$ cat src/rtl/sugar_setup_ctrl_pkg.sv
// Shared constants, state encoding and LFSR step for the sugar setup sequencer.
// Grid limits here are defaults; the controller can override them per instance.
package sugar_setup_ctrl_pkg;

   localparam int X_bits            = 8;
   localparam int Y_bits            = 8;
   localparam int X_MAX             = 127;
   localparam int Y_MAX             = 95;
   localparam int SUGARPATCH_RADIUS = 1;

   localparam logic [15:0] LFSR_DEFAULT = 16'hACE1;

   typedef enum logic [2:0] {
      IDLE,
      GEN,
      CHECK,
      COMMIT,
      SWEEP,
      DONE
   } setup_state_t;

   // Fibonacci form, taps 16,14,13,11, shifting towards the MSB.
   function automatic logic [15:0] lfsr_step(input logic [15:0] v);
      return {v[14:0], v[15] ^ v[13] ^ v[12] ^ v[10]};
   endfunction

endpackage

$ cat src/rtl/sugar_setup_ctrl_lfsr16.sv
// 16-bit candidate generator with seed load and enable.
// A zero seed would lock the register up, so it is replaced by the default.
module lfsr16
   import sugar_setup_ctrl_pkg::*;
(
   input  logic        clk,
   input  logic        rst_n,
   input  logic        load,
   input  logic [15:0] seed,
   input  logic        en,
   output logic [15:0] value
);

   logic [15:0] value_reg;

   always_ff @(posedge clk) begin
      if (!rst_n) begin
         value_reg <= LFSR_DEFAULT;
      end else if (load) begin
         value_reg <= (seed == 16'h0000) ? LFSR_DEFAULT : seed;
      end else if (en) begin
         value_reg <= lfsr_step(value_reg);
      end
   end

   assign value = value_reg;

endmodule

$ cat src/rtl/sugar_setup_ctrl.sv
// Setup sequencer: places NUM_PATCHES sugar patches at random non-overlapping
// centres, then raster-sweeps the grid turning patch hits into map writes.
module sugar_setup_ctrl
   import sugar_setup_ctrl_pkg::*;
#(
   parameter int X_bits      = sugar_setup_ctrl_pkg::X_bits,
   parameter int Y_bits      = sugar_setup_ctrl_pkg::Y_bits,
   parameter int NUM_PATCHES = 4,
   parameter int X_MAX       = sugar_setup_ctrl_pkg::X_MAX,
   parameter int Y_MAX       = sugar_setup_ctrl_pkg::Y_MAX,
   parameter int MAX_TRIES   = 64
) (
   input  logic                   setup_clk,
   input  logic                   RESET,
   input  logic                   start,
   input  logic [15:0]            seed,
   input  logic [NUM_PATCHES-1:0] collision_vec,
   input  logic [NUM_PATCHES-1:0] place_vec,
   output logic                   SETUP_PHASE,
   output logic [NUM_PATCHES-1:0] SET,
   output logic [X_bits-1:0]      in_x,
   output logic [Y_bits-1:0]      in_y,
   output logic [X_bits-1:0]      collide_x,
   output logic [Y_bits-1:0]      collide_y,
   output logic [X_bits-1:0]      writeLoc_x,
   output logic [Y_bits-1:0]      writeLoc_y,
   output logic                   SETUP_SUGARPLACE,
   output logic                   sug_we,
   output logic [NUM_PATCHES-1:0] placed_mask,
   output logic                   skip_err,
   output logic                   done
);

   localparam int K_W = (NUM_PATCHES > 1) ? $clog2(NUM_PATCHES) : 1;
   localparam int T_W = $clog2(MAX_TRIES + 1);

   localparam logic [K_W-1:0]    K_LAST = K_W'(NUM_PATCHES - 1);
   localparam logic [T_W-1:0]    T_LAST = T_W'(MAX_TRIES - 1);
   localparam logic [X_bits-1:0] X_LIM  = X_bits'(X_MAX);
   localparam logic [Y_bits-1:0] Y_LIM  = Y_bits'(Y_MAX);

   setup_state_t             state_reg;
   logic [K_W-1:0]           k_reg;
   logic [T_W-1:0]           tries_reg;
   logic [NUM_PATCHES-1:0]   set_reg;
   logic [NUM_PATCHES-1:0]   placed_reg;
   logic [X_bits-1:0]        in_x_reg;
   logic [Y_bits-1:0]        in_y_reg;
   logic [X_bits-1:0]        wl_x_reg;
   logic [Y_bits-1:0]        wl_y_reg;
   logic                     setup_phase_reg;
   logic                     sugarplace_reg;
   logic                     skip_err_reg;
   logic                     done_reg;

   logic [15:0]              lfsr_value;
   logic [X_bits-1:0]        cand_x;
   logic [Y_bits-1:0]        cand_y;
   logic                     cand_oob;
   logic                     hit;
   logic                     reject;
   logic                     exhaust;
   logic                     last_patch;
   logic                     enter_sweep;
   logic                     start_ok;
   logic [NUM_PATCHES-1:0]   set_onehot;

   assign cand_x      = lfsr_value[X_bits-1:0];
   assign cand_y      = lfsr_value[8 +: Y_bits];
   assign cand_oob    = (cand_x > X_LIM) || (cand_y > Y_LIM);
   // The patch being placed has its mask bit clear, so it never blocks itself.
   assign hit         = |(collision_vec & placed_reg);
   assign reject      = ((state_reg == GEN) && cand_oob) || ((state_reg == CHECK) && hit);
   assign exhaust     = (tries_reg == T_LAST);
   assign last_patch  = (k_reg == K_LAST);
   assign enter_sweep = last_patch && ((state_reg == COMMIT) || (reject && exhaust));
   assign start_ok    = start && ((state_reg == IDLE) || (state_reg == DONE));

   generate
      for (genvar gi = 0; gi < NUM_PATCHES; gi++) begin : g_set_decode
         assign set_onehot[gi] = (k_reg == K_W'(gi));
      end
   endgenerate

   lfsr16 u_lfsr (
      .clk   (setup_clk),
      .rst_n (RESET),
      .load  (start_ok),
      .seed  (seed),
      .en    (state_reg == GEN),
      .value (lfsr_value)
   );

   always_ff @(posedge setup_clk) begin
      if (!RESET) begin
         state_reg       <= IDLE;
         k_reg           <= '0;
         tries_reg       <= '0;
         set_reg         <= '0;
         placed_reg      <= '0;
         in_x_reg        <= '0;
         in_y_reg        <= '0;
         wl_x_reg        <= '0;
         wl_y_reg        <= '0;
         setup_phase_reg <= 1'b0;
         sugarplace_reg  <= 1'b0;
         skip_err_reg    <= 1'b0;
         done_reg        <= 1'b0;
      end else begin
         set_reg <= '0;
         case (state_reg)
            IDLE, DONE: begin
               if (start) begin
                  state_reg       <= GEN;
                  k_reg           <= '0;
                  tries_reg       <= '0;
                  placed_reg      <= '0;
                  skip_err_reg    <= 1'b0;
                  done_reg        <= 1'b0;
                  setup_phase_reg <= 1'b1;
                  wl_x_reg        <= '0;
                  wl_y_reg        <= '0;
               end
            end
            GEN: begin
               in_x_reg <= cand_x;
               in_y_reg <= cand_y;
               if (!cand_oob) begin
                  state_reg <= CHECK;
               end
            end
            CHECK: begin
               if (!hit) begin
                  state_reg <= COMMIT;
                  set_reg   <= set_onehot;
               end
            end
            COMMIT: begin
               placed_reg <= placed_reg | set_reg;
               k_reg      <= k_reg + 1'b1;
               tries_reg  <= '0;
               state_reg  <= last_patch ? SWEEP : GEN;
            end
            SWEEP: begin
               if ((wl_x_reg == X_LIM) && (wl_y_reg == Y_LIM)) begin
                  state_reg       <= DONE;
                  setup_phase_reg <= 1'b0;
                  sugarplace_reg  <= 1'b0;
                  done_reg        <= 1'b1;
               end else if (wl_x_reg == X_LIM) begin
                  wl_x_reg <= '0;
                  wl_y_reg <= wl_y_reg + 1'b1;
               end else begin
                  wl_x_reg <= wl_x_reg + 1'b1;
               end
            end
            default: state_reg <= IDLE;
         endcase

         // Rejects from GEN (out of bounds) and CHECK (collision) share one try budget.
         if (reject) begin
            if (exhaust) begin
               skip_err_reg <= 1'b1;
               tries_reg    <= '0;
               k_reg        <= k_reg + 1'b1;
               state_reg    <= last_patch ? SWEEP : GEN;
            end else begin
               tries_reg <= tries_reg + 1'b1;
               state_reg <= GEN;
            end
         end

         if (enter_sweep) begin
            sugarplace_reg <= 1'b1;
         end
      end
   end

   assign SETUP_PHASE      = setup_phase_reg;
   assign SET              = set_reg;
   assign in_x             = in_x_reg;
   assign in_y             = in_y_reg;
   assign collide_x        = in_x_reg;
   assign collide_y        = in_y_reg;
   assign writeLoc_x       = wl_x_reg;
   assign writeLoc_y       = wl_y_reg;
   assign SETUP_SUGARPLACE = sugarplace_reg;
   assign sug_we           = sugarplace_reg & (|(place_vec & placed_reg));
   assign placed_mask      = placed_reg;
   assign skip_err         = skip_err_reg;
   assign done             = done_reg;

endmodule

$ cat config.mk
export PLATFORM = sky130hd
export DESIGN_NAME = sugar_setup_ctrl
export DESIGN_NICKNAME = d
export VERILOG_FILES = /design/src/rtl/sugar_setup_ctrl_pkg.sv /design/src/rtl/sugar_setup_ctrl_lfsr16.sv /design/src/rtl/sugar_setup_ctrl.sv
export SDC_FILE = /design/constraint.sdc
export NUM_CORES = 1
export LEC_CHECK = 0
export ABC_AREA = 1
export BUFFER_PORTS_ARGS = -buffer_cell sky130_fd_sc_hd__buf_4
export CELL_PAD_IN_SITES_DETAIL_PLACEMENT = 1
export CELL_PAD_IN_SITES_GLOBAL_PLACEMENT = 1
export CORE_MARGIN = 4
export CORE_UTILIZATION = 39
export CTS_BUF_LIST = sky130_fd_sc_hd__clkbuf_4
export DETAILED_ROUTE_END_ITERATION = 6
export PLACE_DENSITY_LB_ADDON = 0.25
export SYNTH_ARGS = -nofsm -noshare
export SYNTH_HDL_FRONTEND = slang
export SYNTH_SLANG_ARGS = --single-unit
$ cat constraint.sdc
create_clock -name setup_clk -period 1.8 [get_ports setup_clk]
set_input_delay 0.18 -clock setup_clk [delete_from_list [all_inputs] [get_ports setup_clk]]
set_output_delay 0.18 -clock setup_clk [all_outputs]
set_load 0.05 [all_outputs]
Yosys cells after proc, flatten, opt, wreduce, memory -nomap -nowiden

Index checks and enable logic that the tools add are counted.

Memories kept: 0
Memory bits (writable): 0
Logic and storage cells: 118
Latch bits: 0
Memory bits (read-only): 0
Output and inout bits: 61
Register bits after elaboration: 72

Mux-type cells: 40
Bitwise logic cells: 9
$add $sub $neg: 4
Order comparisons: 2
Div/mod/pow operators: 0
Equality and inequality tests: 19
Shift-type cells: 0
Reduce and logical (&&, ||, !) cells: 30
$mul: 0

Operators with widths:

| cell                  | count |
|---|---|
| $mux W16              | 3 |
| $mux W8               | 5 |
| $pmux W8 S2           | 2 |
| $mux W3               | 7 |
| $mux W7               | 3 |
| $add A8 B1 Y8 const B | 2 |
| $eq A8 B7 Y1 const B  | 2 |
| $gt A8 B7 Y1 const B  | 2 |
| $logic_not A16 Y1     | 1 |
| $pmux W3 S5           | 1 |
| $pmux W7 S2           | 1 |
| $ne A3 B3 Y1 const B  | 4 |
| $mux W1               | 10 |
| $reduce_bool A2 Y1    | 5 |
| $and A4 B4 Y4         | 2 |
| $ne A2 B2 Y1 const B  | 4 |
| $pmux W4 S2           | 1 |
| $reduce_and A4 Y1     | 2 |
| $reduce_or A4 Y1      | 2 |
| $add A7 B1 Y7 const B | 1 |
| $eq A7 B6 Y1 const B  | 1 |
| $eq A3 B2 Y1 const B  | 2 |
| $eq A3 B3 Y1 const B  | 2 |
| $logic_and A1 B1 Y1   | 6 |
| other kinds (20)      | 33 |

Longest topological paths before layout

Depth in word-level cells: 9
Gate-level depth with buffers: 11
Depth with buffers taken out: 11

Modules after synthesis

A second synthesis with hierarchy kept.

Cells, all modules: 547
Area total of the unflattened synthesis: 3,712.3 um^2

By module, submodules not included:

| module           | cells each | instances | seq. area each (um^2) | area each (um^2) |
|---|---|---|---|---|
| sugar_setup_ctrl | 407        | 1         | 1,121.1               | 2,811.4 |
| lfsr16           | 140        | 1         | 320.3                 | 900.9 |

Least setup slack after synthesis

OpenSTA, ideal clock, no wires.

Path kind: register to register
From: register wl_x_reg[1] (netlist: writeLoc_x[1])
To: register wl_y_reg[7] (netlist: writeLoc_y[7])
Data required time: 1.668 ns
Arrival: 1.812 ns
Cell stages (with the launch flop): 9
Setup time: 0.132 ns
Path slack: -0.144 ns
Path through: dfxtp_1 > ha_1 > nand2_1 > nor2_1 > nand2_1 > o21ai_2 > nand2_2 > nand2_1 > a21oi_1

Longest elaborated chain between the ends: 4

RTL lines:

| what                          | RTL line                                         | text |
|---|---|---|
| start: declaration            | sugar_setup_ctrl.sv:49                           | `logic [X_bits-1:0] wl_x_reg;` |
| start signal: assignment      | sugar_setup_ctrl.sv:154                          | `wl_x_reg <= wl_x_reg + 1'b1;` |
| $eq A8 B7 Y1 *                | sugar_setup_ctrl.sv:145, sugar_setup_ctrl.sv:150 |  |
| $logic_and A1 B1 Y1           | sugar_setup_ctrl.sv:145                          | `if ((wl_x_reg == X_LIM) && (wl_y_reg == Y_LIM)) begin` |
| $ne A2 B2 Y1 (no line)        | n/a                                              |  |
| $reduce_and A4 Y1 (no line) * | n/a                                              |  |
| end signal: assignment        | sugar_setup_ctrl.sv:152                          | `wl_y_reg <= wl_y_reg + 1'b1;` |
| end: declaration              | sugar_setup_ctrl.sv:50                           | `logic [Y_bits-1:0] wl_y_reg;` |

Every way passes the cells marked *; elsewhere a longest branch is shown, timed or not.
A chain may end at the register's enable or synchronous reset.

Worst setup path in the final report

From: register wl_y_reg[0] (netlist: writeLoc_y[0])
To: register wl_y_reg[5] (netlist: writeLoc_y[5])

Longest elaborated chain between the ends: 4

RTL lines:

| what                                             | RTL line |
|---|---|
| $add A8 B1 Y8 or $eq A8 B7 Y1 (tied branches)    | sugar_setup_ctrl.sv:152, sugar_setup_ctrl.sv:145 |
| $mux W8 or $logic_and A1 B1 Y1 (tied branches)   | sugar_setup_ctrl.sv:150, sugar_setup_ctrl.sv:145 |
| $mux W8 or $ne A2 B2 Y1 (tied branches)          | n/a |
| $pmux W8 S2 or $reduce_and A4 Y1 (tied branches) | n/a |

Several ways; a longest one is shown, not always the timed one. The select of a mux whose other input is x is not followed.

==> results.md <==
- Highest achievable clock rate: 605 MHz
- TritonRoute pass-1 iters: 4
- Site row count: 34
- Highest Signal Layer: met4
- Sort of element at the end of the critical path: register
- Total Routing Usage GR: 19.1%
- Total CTS buffers: 9
- Die height: 104 um
- Post-synthesis net count: roughly 530
- Synthesized area per cell: 7.12 um2
- Floorplan Core Area: 8810 um2
- Input/output buffers: 87
- Wire length of the first global-routing pass: 17200 um
- Final core occ: between 50% and 60%
- Number of register bits inferred by synthesis: between 70 and 80
- Number of vias per cell after detailed routing: 5.06
- Share of layout cells above drive strength 1: approximately 26%
- Combined area of the multi-input logic cells: 1790 um2
- Final Net Count: slightly above 600
- Residual DRC: 0
- Count of placed standard cells in the final layout, fillers left out: roughly 700
- Clock slew seen by the registers of the worst setup and hold paths: 0.13 ns
- Fraction of registers with async set/reset: 0%
- Final clock period utilization by the worst path: between 90% and 100%
- Effective utilization at floorplan: 40.4%
- DP HPWL: 7620 um
- Most area-hungry cell type in the Yosys netlist: dfxtp_1
- Run status: complete, no violations
- CTS H-Tree Depth: 3
- Launching element of the worst setup path: writeLoc_y[0]$_SDFFE_PN0P_
- Number of enable flip-flop cells after synthesis: 0
- Avg WL per Cell: 14.5 um
- Met1 layer wirelength in the final routing: between 4000 and 5000 um
- Total Routed Length: 10000 um
- Switching share of total power: 49.0%
- Clock buffer depth: 2
- Number of distinct library cell variants in the gate-level netlist after synthesis: 34
- Area share of the largest cell type after synthesis: 40.5%
- Clock tree from TritonCTS: done
- Share of total power in sequential cells: between 30% and 40%
- Final count of hold timing violations: 0
- Clock root buffer: clkbuf_4
- Leakage: slightly below 2 nW
- Hold WC Path Type: input port to register
- Largest register FFs: 16
- Clock tree sinks: 72
- Filler instances: 1159
- Count of final max-slew check failures: 0
- Critical path type: register to register
- Final setup violating endpoints: 0
- Largest net degree at the start of global routing: 31
- Combinational share of power: 51.0%
- Overflow left after global routing: 0
- Hold buffer count at cts: 0
- Final antenna diode count: 0
- Critical path data arrival time: 1.94 ns
- Main synth FF type: dfxtp_1
- Total of max-cap violations: 0
- X dimension of the die: 104 um
- Hold path startpoint: seed[2]
- Top-level port count: 88
- Via count of the first global-routing pass: 3681
- Dominant cells by area after synthesis: dfxtp_1 (41%), nand2_1 (16%), a21oi_1 (6.8%)
- Data required time at the worst endpoint: 2.08 ns
- Total power density per cell area: roughly 1600 nW/um2
- Worst VDD drop: between 900 and 1000 uV
- Post-DRT Antenna Nets: 0
- Worst-margin pin slew: 0.563 ns
- Maximum fanout along the worst path: 9
- Initial antenna violation count: 0
- Warnings from Yosys: 0
- Worst max-slew margin expressed relative to the limit: 62.4%
- Largest clock skew in the final design: 0.0159 ns
- Storage cell area: 1450 um2
- Power dissipated by switching net loads: roughly 0.0034 W
- Total negative setup slack: 0 ns
- Unrepaired setup endpoints after global routing: false
- DRC marker count from the first detailed-route iteration: 82
- Startpoint kind of the worst setup timing path: register
- Proportion of power drawn by the clock network: 16.4%
- Gate count of the mapped netlist: 500
- Area growth, synth to finish: 24.9%
- Fraction of the yosys area taken by sequential cells: 40.5%
- Die area: 10700 um2
- Amount of wire on met2 after detailed routing: around 5100 um
- R2r startpoint: writeLoc_y[0]$_SDFFE_PN0P_
- Total number of vias: ~3500
- Internal power: around 0.0035 W
- Cell area after technology mapping: 3560 um2
- Placed Cells incl. Taps: 677
- Final Wtd Congestion: 0.854
- Clock period minus worst slack: approximately 1.7 ns
- Clock latency on the worst-skew pair: 0.41 ns
- Total length of routed met3 wires: 333 um
==> synth_stat cells (all sizes together) (2+ instances only) <==
library cell,number
nand2,164
dfxtp,72
a21oi,49
nor2,45
inv,44
nand3,35
buf,23
nand4,15
o21ai,13
a31oi,8
clkbuf,7
ha,7
nand3b,3
nor3,3
or2,3
xor2,3
o21bai,2
==> logic make-up after synthesis <==
group | share of synthesized area, %
xor gates and xnor gates | 0.985
buffers and inverters | 10.3
AOI/OAI and AO/OA | 11.6
DFF | 40.5
and+or+nand+nor | 34.2
adders and majority gates | 2.46
==> critical path, stage by stage, from the launching register on <==
cell     delay [ns]
dfxtp_2        0.37
ha_1           0.23
nand2_1        0.09
inv_1          0.06
nand2_1        0.10
nor2_4         0.06
o21ai_4        0.26
nand2_2        0.20
nand2_1        0.10
a21oi_1        0.06
==> stage by stage <==
stage	cell area (um2)	power, W	hold WS [ns]	setup slack [ns]
2_1_floorplan	3570	0.00502	0.344	0.0155
3_3_place_gp	4250	0.00575	0.444	0.0795
3_5_place_dp	4250	0.00586	0.450	0.0590
4_1_cts	4410	0.00699	0.0279	0.0386
5_1_grt	4440	0.00744	0.0448	0.000797
6_report	4440	0.00695	0.0518	0.147
==> cell type report <==
type                            count  area share (%)
Clock inverter                      7            1.94
Sequential cell                    72            32.6
Multi-Input combinational cell    353            40.4
Inverter                           45            3.83
Clock buffer                        9            1.52
Timing Repair Buffer               99            16.7
Tap cell                          108            3.04
==> per-layer routing <==
metal,vias up,GRT usage [%]
li1,1763,-
met1,1673,23.3
met2,60,33.9
met3,12,3.23
met4,0,6.46
met5,-,0
==> placed cells by master (no fill, tap or decap), types with 5 or more instances in the layout <==
cell	instances
nand2_1	154
buf_4	99
dfxtp_1	67
a21oi_1	48
inv_1	42
nor2_1	36
nand3_1	34
nand4_1	15
o21ai_0	9
clkbuf_4	9
a31oi_1	8
nor2_4	7
ha_1	7
nand2_4	6
dfxtp_2	5
==> power by group through the flow <==
stage	logic (W)	registers [W]	clock network (W)
final	0.00354	0.00226	0.00114
after detailed placement	0.00356	0.00230	0
after global routing	0.00386	0.00233	0.00125
after floorplan	0.00231	0.00272	0
after global placement	0.00347	0.00228	0
after CTS	0.00357	0.00227	0.00116
==> worst paths after layout <==
path / endpoint / slack, ns / cells past startpoint
worst max register to register: writeLoc_y[5]$_SDFFE_PN0P_ / 0.15 / 9
worst min-delay path: u_lfsr.value[2]$_SDFFE_PN0P_ / 0.05 / 3
worst max-delay path: writeLoc_y[5]$_SDFFE_PN0P_ / 0.15 / 9
worst min register to register: tries_reg[4]$_SDFFE_PN0P_ / 0.48 / 2
==> timing repair <==
item,CTS,global route
endpoints found under the setup margin,0,22
gates resized for setup,0,10
setup buffers,0,0
No activity file was read; power rests on OpenSTA's default activity.
